[config.mk]
export PLATFORM = sky130hd
export DESIGN_NAME = mc_ctrl_fsm
export DESIGN_NICKNAME = d
export VERILOG_FILES = /design/src/rtl/mc_ctrl_pkg.sv /design/src/rtl/mc_ctrl_decode.sv /design/src/rtl/mc_ctrl_fsm.sv
export SDC_FILE = /design/constraint.sdc
export NUM_CORES = 1
export LEC_CHECK = 0
export ABC_AREA = 1
export BUFFER_PORTS_ARGS = -buffer_cell sky130_fd_sc_hd__buf_2
export CAP_MARGIN = 30
export CORE_ASPECT_RATIO = 1.25
export CORE_MARGIN = 3
export CORE_UTILIZATION = 41
export DETAILED_ROUTE_END_ITERATION = 10
export GPL_ROUTABILITY_DRIVEN = 0
export HOLD_SLACK_MARGIN = 0.08
export PLACE_DENSITY = 0.66
export RECOVER_POWER = 25
export SETUP_SLACK_MARGIN = 0.02
export SYNTH_ARGS = -nofsm -noshare
export SYNTH_HDL_FRONTEND = slang
export SYNTH_SLANG_ARGS = --single-unit
[constraint.sdc]
create_clock -name clk -period 3.9 [get_ports clk]
set_input_delay 0 -clock clk [delete_from_list [all_inputs] [get_ports clk]]
set_output_delay 0 -clock clk [all_outputs]
set_load 0.01 [all_outputs]
[src/rtl/mc_ctrl_pkg.sv]
// rtl/mc_ctrl_pkg.sv - shared encodings for the multi-cycle control FSM
package mc_ctrl_pkg;

    typedef enum logic [2:0] {
        ST_IF   = 3'd0,
        ST_ID   = 3'd1,
        ST_EX   = 3'd2,
        ST_MEM  = 3'd3,
        ST_WB   = 3'd4,
        ST_TRAP = 3'd7
    } state_e;

    localparam logic [5:0] OP_RTYPE = 6'h00;
    localparam logic [5:0] OP_J     = 6'h02;
    localparam logic [5:0] OP_JAL   = 6'h03;
    localparam logic [5:0] OP_BEQ   = 6'h04;
    localparam logic [5:0] OP_ADDI  = 6'h08;
    localparam logic [5:0] OP_ANDI  = 6'h0C;
    localparam logic [5:0] OP_LUI   = 6'h0F;
    localparam logic [5:0] OP_LW    = 6'h23;
    localparam logic [5:0] OP_SW    = 6'h2B;
    localparam logic [5:0] FN_JR    = 6'h08;

    // Instruction class latched in ID and consumed by EX/MEM/WB
    typedef enum logic [3:0] {
        CLS_R    = 4'd0,
        CLS_JR   = 4'd1,
        CLS_LW   = 4'd2,
        CLS_SW   = 4'd3,
        CLS_ADDI = 4'd4,
        CLS_ANDI = 4'd5,
        CLS_LUI  = 4'd6,
        CLS_BEQ  = 4'd7,
        CLS_J    = 4'd8,
        CLS_JAL  = 4'd9,
        CLS_ILL  = 4'd10
    } cls_e;

    localparam logic [3:0] ALU_ADD   = 4'd0;
    localparam logic [3:0] ALU_SUB   = 4'd1;
    localparam logic [3:0] ALU_FUNCT = 4'd2;
    localparam logic [3:0] ALU_AND   = 4'd3;
    localparam logic [3:0] ALU_LUI   = 4'd4;

    localparam logic [1:0] TC_NONE    = 2'b00;
    localparam logic [1:0] TC_ILLEGAL = 2'b01;
    localparam logic [1:0] TC_TIMEOUT = 2'b10;

    // ALU operation class used while an instruction executes in EX
    function automatic logic [3:0] alu_class(cls_e c);
        case (c)
            CLS_R:    return ALU_FUNCT;
            CLS_BEQ:  return ALU_SUB;
            CLS_ANDI: return ALU_AND;
            CLS_LUI:  return ALU_LUI;
            default:  return ALU_ADD;
        endcase
    endfunction

endpackage

[src/rtl/mc_ctrl_decode.sv]
// rtl/mc_ctrl_decode.sv - opcode/funct to instruction-class decoder
module mc_ctrl_decode
    import mc_ctrl_pkg::*;
(
    input  logic [5:0] opcode_i,
    input  logic [5:0] funct_i,
    output cls_e       cls_o
);

    // Pure lookup; unknown opcodes map to the illegal class
    always_comb begin
        cls_o = CLS_ILL;
        case (opcode_i)
            OP_RTYPE: cls_o = (funct_i == FN_JR) ? CLS_JR : CLS_R;
            OP_LW:    cls_o = CLS_LW;
            OP_SW:    cls_o = CLS_SW;
            OP_ADDI:  cls_o = CLS_ADDI;
            OP_ANDI:  cls_o = CLS_ANDI;
            OP_LUI:   cls_o = CLS_LUI;
            OP_BEQ:   cls_o = CLS_BEQ;
            OP_J:     cls_o = CLS_J;
            OP_JAL:   cls_o = CLS_JAL;
            default:  cls_o = CLS_ILL;
        endcase
    end

endmodule

[src/rtl/mc_ctrl_fsm.sv]
// rtl/mc_ctrl_fsm.sv - multi-cycle datapath control FSM; optional perf counters via MC_CTRL_PERF_CNT_EN
module mc_ctrl_fsm
    import mc_ctrl_pkg::*;
#(
    parameter int unsigned ALUOP_W     = 4,
    parameter int unsigned TIMEOUT_CYC = 16,
    parameter int unsigned CNT_W       = 32
) (
    input  logic               clk,
    input  logic               reset,
    input  logic [5:0]         opcode,
    input  logic [5:0]         funct,
    input  logic               mem_ready,
    output logic               pc_write,
    output logic               pc_write_cond,
    output logic               i_or_d,
    output logic               mem_read,
    output logic               mem_write,
    output logic               ir_write,
    output logic               reg_write,
    output logic               ext_op,
    output logic               lui_op,
    output logic [1:0]         mem_to_reg,
    output logic [1:0]         reg_dst,
    output logic [1:0]         alu_src_a,
    output logic [1:0]         alu_src_b,
    output logic [1:0]         pc_source,
    output logic [ALUOP_W-1:0] alu_op,
    output logic               trap,
    output logic [1:0]         trap_cause,
    output logic [2:0]         state_o
`ifdef MC_CTRL_PERF_CNT_EN
    ,
    output logic [CNT_W-1:0]   cycle_cnt,
    output logic [CNT_W-1:0]   instr_cnt
`endif
);

    localparam logic [7:0] TMO_LAST = 8'(TIMEOUT_CYC - 1);

    state_e     state_q, state_d;
    cls_e       cls_q;
    cls_e       dec_cls;
    logic [7:0] wait_q, wait_d;
    logic       trap_q, trap_d;
    logic [1:0] cause_q, cause_d;
    logic       timeout;
    logic [3:0] alu_cls;

    mc_ctrl_decode u_decode (
        .opcode_i (opcode),
        .funct_i  (funct),
        .cls_o    (dec_cls)
    );

    assign timeout    = (wait_q == TMO_LAST) && !mem_ready;
    assign state_o    = state_q;
    assign trap       = trap_q;
    assign trap_cause = cause_q;
    assign alu_op     = ALUOP_W'(alu_cls);

    // Next-state, sticky trap capture and memory wait counter
    always_comb begin
        state_d = state_q;
        trap_d  = trap_q;
        cause_d = cause_q;
        wait_d  = wait_q;
        case (state_q)
            ST_IF: begin
                if (mem_ready) begin
                    state_d = ST_ID;
                end else if (timeout) begin
                    state_d = ST_TRAP;
                    cause_d = TC_TIMEOUT;
                end
            end
            ST_ID: begin
                case (dec_cls)
                    CLS_JR, CLS_J, CLS_JAL: state_d = ST_IF;
                    CLS_ILL: begin
                        state_d = ST_TRAP;
                        cause_d = TC_ILLEGAL;
                    end
                    default: state_d = ST_EX;
                endcase
            end
            ST_EX: begin
                case (cls_q)
                    CLS_BEQ:        state_d = ST_IF;
                    CLS_LW, CLS_SW: state_d = ST_MEM;
                    default:        state_d = ST_WB;
                endcase
            end
            ST_MEM: begin
                if (mem_ready) begin
                    state_d = (cls_q == CLS_LW) ? ST_WB : ST_IF;
                end else if (timeout) begin
                    state_d = ST_TRAP;
                    cause_d = TC_TIMEOUT;
                end
            end
            ST_WB:   state_d = ST_IF;
            ST_TRAP: state_d = ST_TRAP;
            default: state_d = ST_IF;
        endcase
        if (state_d == ST_TRAP && state_q != ST_TRAP) begin
            trap_d = 1'b1;
        end
        if (state_d != state_q && (state_d == ST_IF || state_d == ST_MEM)) begin
            wait_d = '0;
        end else if ((state_q == ST_IF || state_q == ST_MEM) && !mem_ready) begin
            wait_d = wait_q + 8'd1;
        end
    end

    // State, latched instruction class, wait counter and trap registers
    always_ff @(posedge clk or negedge reset) begin
        if (!reset) begin
            state_q <= ST_IF;
            cls_q   <= CLS_R;
            wait_q  <= '0;
            trap_q  <= 1'b0;
            cause_q <= TC_NONE;
        end else begin
            state_q <= state_d;
            if (state_q == ST_ID) begin
                cls_q <= dec_cls;
            end
            wait_q  <= wait_d;
            trap_q  <= trap_d;
            cause_q <= cause_d;
        end
    end

    // Datapath strobes and selects; only IF/MEM completion strobes see mem_ready
    always_comb begin
        pc_write      = 1'b0;
        pc_write_cond = 1'b0;
        i_or_d        = 1'b0;
        mem_read      = 1'b0;
        mem_write     = 1'b0;
        ir_write      = 1'b0;
        reg_write     = 1'b0;
        ext_op        = 1'b0;
        lui_op        = 1'b0;
        mem_to_reg    = 2'b00;
        reg_dst       = 2'b00;
        alu_src_a     = 2'b00;
        alu_src_b     = 2'b00;
        pc_source     = 2'b00;
        alu_cls       = ALU_ADD;
        case (state_q)
            ST_IF: begin
                mem_read  = 1'b1;
                alu_src_b = 2'b01;
                if (mem_ready) begin
                    ir_write = 1'b1;
                    pc_write = 1'b1;
                end
            end
            ST_ID: begin
                alu_src_b = 2'b11;
                case (dec_cls)
                    CLS_JR: begin
                        pc_write  = 1'b1;
                        pc_source = 2'b11;
                    end
                    CLS_J: begin
                        pc_write  = 1'b1;
                        pc_source = 2'b10;
                    end
                    CLS_JAL: begin
                        pc_write   = 1'b1;
                        pc_source  = 2'b10;
                        reg_write  = 1'b1;
                        reg_dst    = 2'b10;
                        mem_to_reg = 2'b10;
                    end
                    default: ;
                endcase
            end
            ST_EX: begin
                alu_src_a = 2'b01;
                alu_src_b = (cls_q == CLS_R || cls_q == CLS_BEQ) ? 2'b00 : 2'b10;
                ext_op    = (cls_q != CLS_ANDI);
                lui_op    = (cls_q == CLS_LUI);
                alu_cls   = alu_class(cls_q);
                if (cls_q == CLS_BEQ) begin
                    pc_write_cond = 1'b1;
                    pc_source     = 2'b01;
                end
            end
            ST_MEM: begin
                i_or_d    = 1'b1;
                mem_read  = (cls_q == CLS_LW);
                mem_write = (cls_q == CLS_SW);
            end
            ST_WB: begin
                reg_write  = 1'b1;
                reg_dst    = (cls_q == CLS_R) ? 2'b01 : 2'b00;
                mem_to_reg = (cls_q == CLS_LW) ? 2'b01 : 2'b00;
            end
            default: ;
        endcase
    end

`ifdef MC_CTRL_PERF_CNT_EN
    // Cycle count outside TRAP and retired-instruction count on return to IF
    always_ff @(posedge clk or negedge reset) begin
        if (!reset) begin
            cycle_cnt <= '0;
            instr_cnt <= '0;
        end else begin
            if (state_q != ST_TRAP) begin
                cycle_cnt <= cycle_cnt + 1'b1;
            end
            if (state_d == ST_IF && (state_q == ST_ID || state_q == ST_EX ||
                                     state_q == ST_MEM || state_q == ST_WB)) begin
                instr_cnt <= instr_cnt + 1'b1;
            end
        end
    end
`endif

endmodule

==> flow_summary.json <==
{
  "status": "complete, no violations",
  "rsz0062_at_grt": "false",
  "first_pass_iters": 4,
  "grt_max_degree": 19,
  "synthXorXnorAreaFrac_pct": 4.25,
  "utilization_pct": 52.5,
  "totalWireLength_mm": 3.76,
  "fmax_mhz": 529,
  "grt.total_usage_pct": 19.3,
  "core_mm2": 0.00328,
  "ys_async_sr_fraction_pct": 100,
  "worst-path-buf-inv": 1,
  "synthAdderAreaFrac_pct": 0.867,
  "max_cap_viol_count": 0,
  "yosysSeqAreaShare_pct": 31.2,
  "drtIter0Drc": 83,
  "ios": 44,
  "area_growth_syn_to_layout_pct": 19.2,
  "path_class": "reg -> reg",
  "cp-start-kind": "flop",
  "synth_edf_count": 0,
  "swShare_pct": 52.7,
  "crit_path_top_delay_cell": "dfrtp_1",
  "crit_path_max_incr_delay_ns": 0.50,
  "clockBufferDepth": 2,
  "drt-wirelength-per-cell_um": 12.8,
  "yosys.cell_types.count": 32,
  "fp.dieW_um": 59.1,
  "syn_avg_cell_area_um2": 6.72,
  "syn_inst": 215,
  "slew_headroom_pct": 35.3,
  "synth_top_flop_cell": "dfrtp_1",
  "cts_root_buf": "clkbuf_8",
  "p_seq_share_pct": 27.6,
  "period_share_pct": 48.5,
  "io_buffers": 41,
  "cts_tree": "done",
  "synth_top_area_share_pct": 31.2,
  "final_common_cell": "nand2_1",
  "grt_pass1_wl_mm": 6.53,
  "post_cts_resized": 0,
  "finalNetCount": 275,
  "max_slew.worst_pin.slew_ns": 0.970,
  "drc": 0,
  "synth_seq_cells": 18,
  "p_int_w": 0.000515,
  "tns_ns": 0,
  "clk_pin_slew_ns": 0.07,
  "combPwrFrac_pct": 60.6,
  "muxShareOfSynthArea_pct": 0.693,
  "synth_compound_area_share_pct": 9.97,
  "total_power_w": 0.00109,
  "cpMostUsedCell": "nand3_1",
  "path_delay_family": "simple AND/OR/NAND/NOR gates",
  "grt_pass1_vias": 1514,
  "cts_max_level": 1,
  "p_switching_w": 0.000573,
  "drive_gt1_share_pct": 24.5,
  "skew_ns": 0.00324,
  "hold_buffers": 1,
  "grt-ovfl-total": 0,
  "synth_top_family_by_area": "simple AND/OR/NAND/NOR gates",
  "yosysWarningCount": 0,
  "synthSimpleGateAreaFrac_pct": 42.0,
  "end_kind": "flop",
  "powerDensity_mw_per_mm2": 632,
  "cp.arrival_ns": 2.03,
  "die_h_um": 72.4,
  "die_area_mm2": 0.00427,
  "crit_required_ns": 4.03,
  "p_leak_nw": 0.933,
  "worst_hold_path_type": "in -> reg",
  "clkPwrFrac_pct": 11.9,
  "setup_viol": 0,
  "cts_setup_buffers": 0,
  "initial_utilization_pct": 44.0,
  "report.final.hold_viol_count": 0,
  "min_period_ns": 1.89,
  "dp_hpwl_mm": 3.07,
  "drv_slew": 0,
  "layout_common_cells": "nand2_1, buf_2, nor2_1, inv_1",
  "numCtsBuffers": 3,
  "antenna_found_initial": 0,
  "synth_area_leaders": "dfrtp_1, nand2_1, inv_1, nor2_1, nand3_1",
  "nFillCells": 348,
  "insertion_delay_ns": 0.25,
  "synth_largest_area_cell": "dfrtp_1",
  "critPathMaxFanout": 9,
  "cts_sinks": 18,
  "ant_nets": 0,
  "crit_chain": "inv_2 -> nand3_1 -> nand2_4 -> nand2_8 -> nand2_4 -> nand2_1 -> nand3_1 -> nor2_1 -> nand3_1 -> nand2_2 -> a21oi_1",
  "vias": 1480,
  "n_antenna_cell": 0,
  "vdd_drop_max_mv": 0.319,
  "syn_area_mm2": 0.00144,
  "num_rows": 23,
  "viasPerCell": 5.03
}
[Yosys cell counts (all sizes together), types with 2 or more instances]
master	n
dfrtp	18
a21oi	12
o22ai	2
xor2	7
nand4	2
nor4	5
nand2	54
inv	34
nor3	5
nor2	32
o21ai	9
buf	4
nand3	23
[layer usage]
layer,wire (um),up-vias,GRT usage [%]
li1,-,771,-
met1,1560,646,23.2
met2,1910,54,32.9
met3,184,9,2.67
met4,99,0,9.57
met5,0,-,0
[stage by stage]
stage | setup WS, ns | instances | hold slack, ns | cell area, um2
after CTS | 2.01 | 294 | 0.189 | 1720
after floorplan | 2.23 | 216 | -0.296 | 1450
after global routing | 1.81 | 294 | 0.277 | 1720
after global placement | 2.09 | 290 | -0.0408 | 1670
after detailed placement | 2.02 | 290 | -0.0418 | 1670
final | 2.01 | 294 | 0.188 | 1720
[flip-flops by register name (all words and copies together), names as in the netlist]
signal and flops:
cls_q 4, trap 1, wait_q 8, trap_cause 2, state_o 3
[cells by family (layout without fill, tap and decap cells)]
family	count (synthesis)	count (layout)
AOI/OAI and AO/OA	26	26
xor gates and xnor gates	7	7
adders and majority gates	1	1
buffers and inverters	38	79
DFF	18	18
muxes	1	1
other	1	2
and+or+nand+nor	123	123
[worst register-to-register path, cell delays in order (launching register included)]
cell and delay, ns:
dfrtp_1 0.50, inv_2 0.11, nand3_1 0.20, nand2_4 0.11, nand2_8 0.11, nand2_4 0.05, nand2_1 0.05, nand3_1 0.07
nor2_1 0.18, nand3_1 0.12, nand2_2 0.17, a21oi_1 0.10
[power groups by stage]
stage | Combinational, W | Clock, W | Sequential, W
2_1_floorplan | 0.000471 | 0 | 0.000295
3_3_place_gp | 0.000660 | 0 | 0.000301
3_5_place_dp | 0.000661 | 0 | 0.000302
4_1_cts | 0.000664 | 0.000132 | 0.000300
5_1_grt | 0.000748 | 0.000143 | 0.000313
6_report | 0.000659 | 0.000129 | 0.000300
[worst paths after layout]
check	startpoint	end	slack, ns	cells past startpoint
setup / recovery	state_o[2]	wait_q[7]	2.01	11
hold / removal	opcode[1]	cls_q[3]	0.19	5
setup reg to reg	state_o[2]	wait_q[7]	2.01	11
hold reg to reg	trap	trap	0.47	1
max in group asynchronous	reset	wait_q[1]	2.89	2
min in group asynchronous	reset	wait_q[7]	0.42	2
[final cells by class]
cell class / instances / area [um2] / share of cell area [%]
clock buffer: 3 / 41.3 / 2.40
inverter: 34 / 128 / 7.41
multi-input combinational: 160 / 842 / 48.9
sequential: 18 / 450 / 26.2
tap: 37 / 46.3 / 2.69
timing repair buffer: 42 / 214 / 12.4
(Power assumes the default switching activity.)
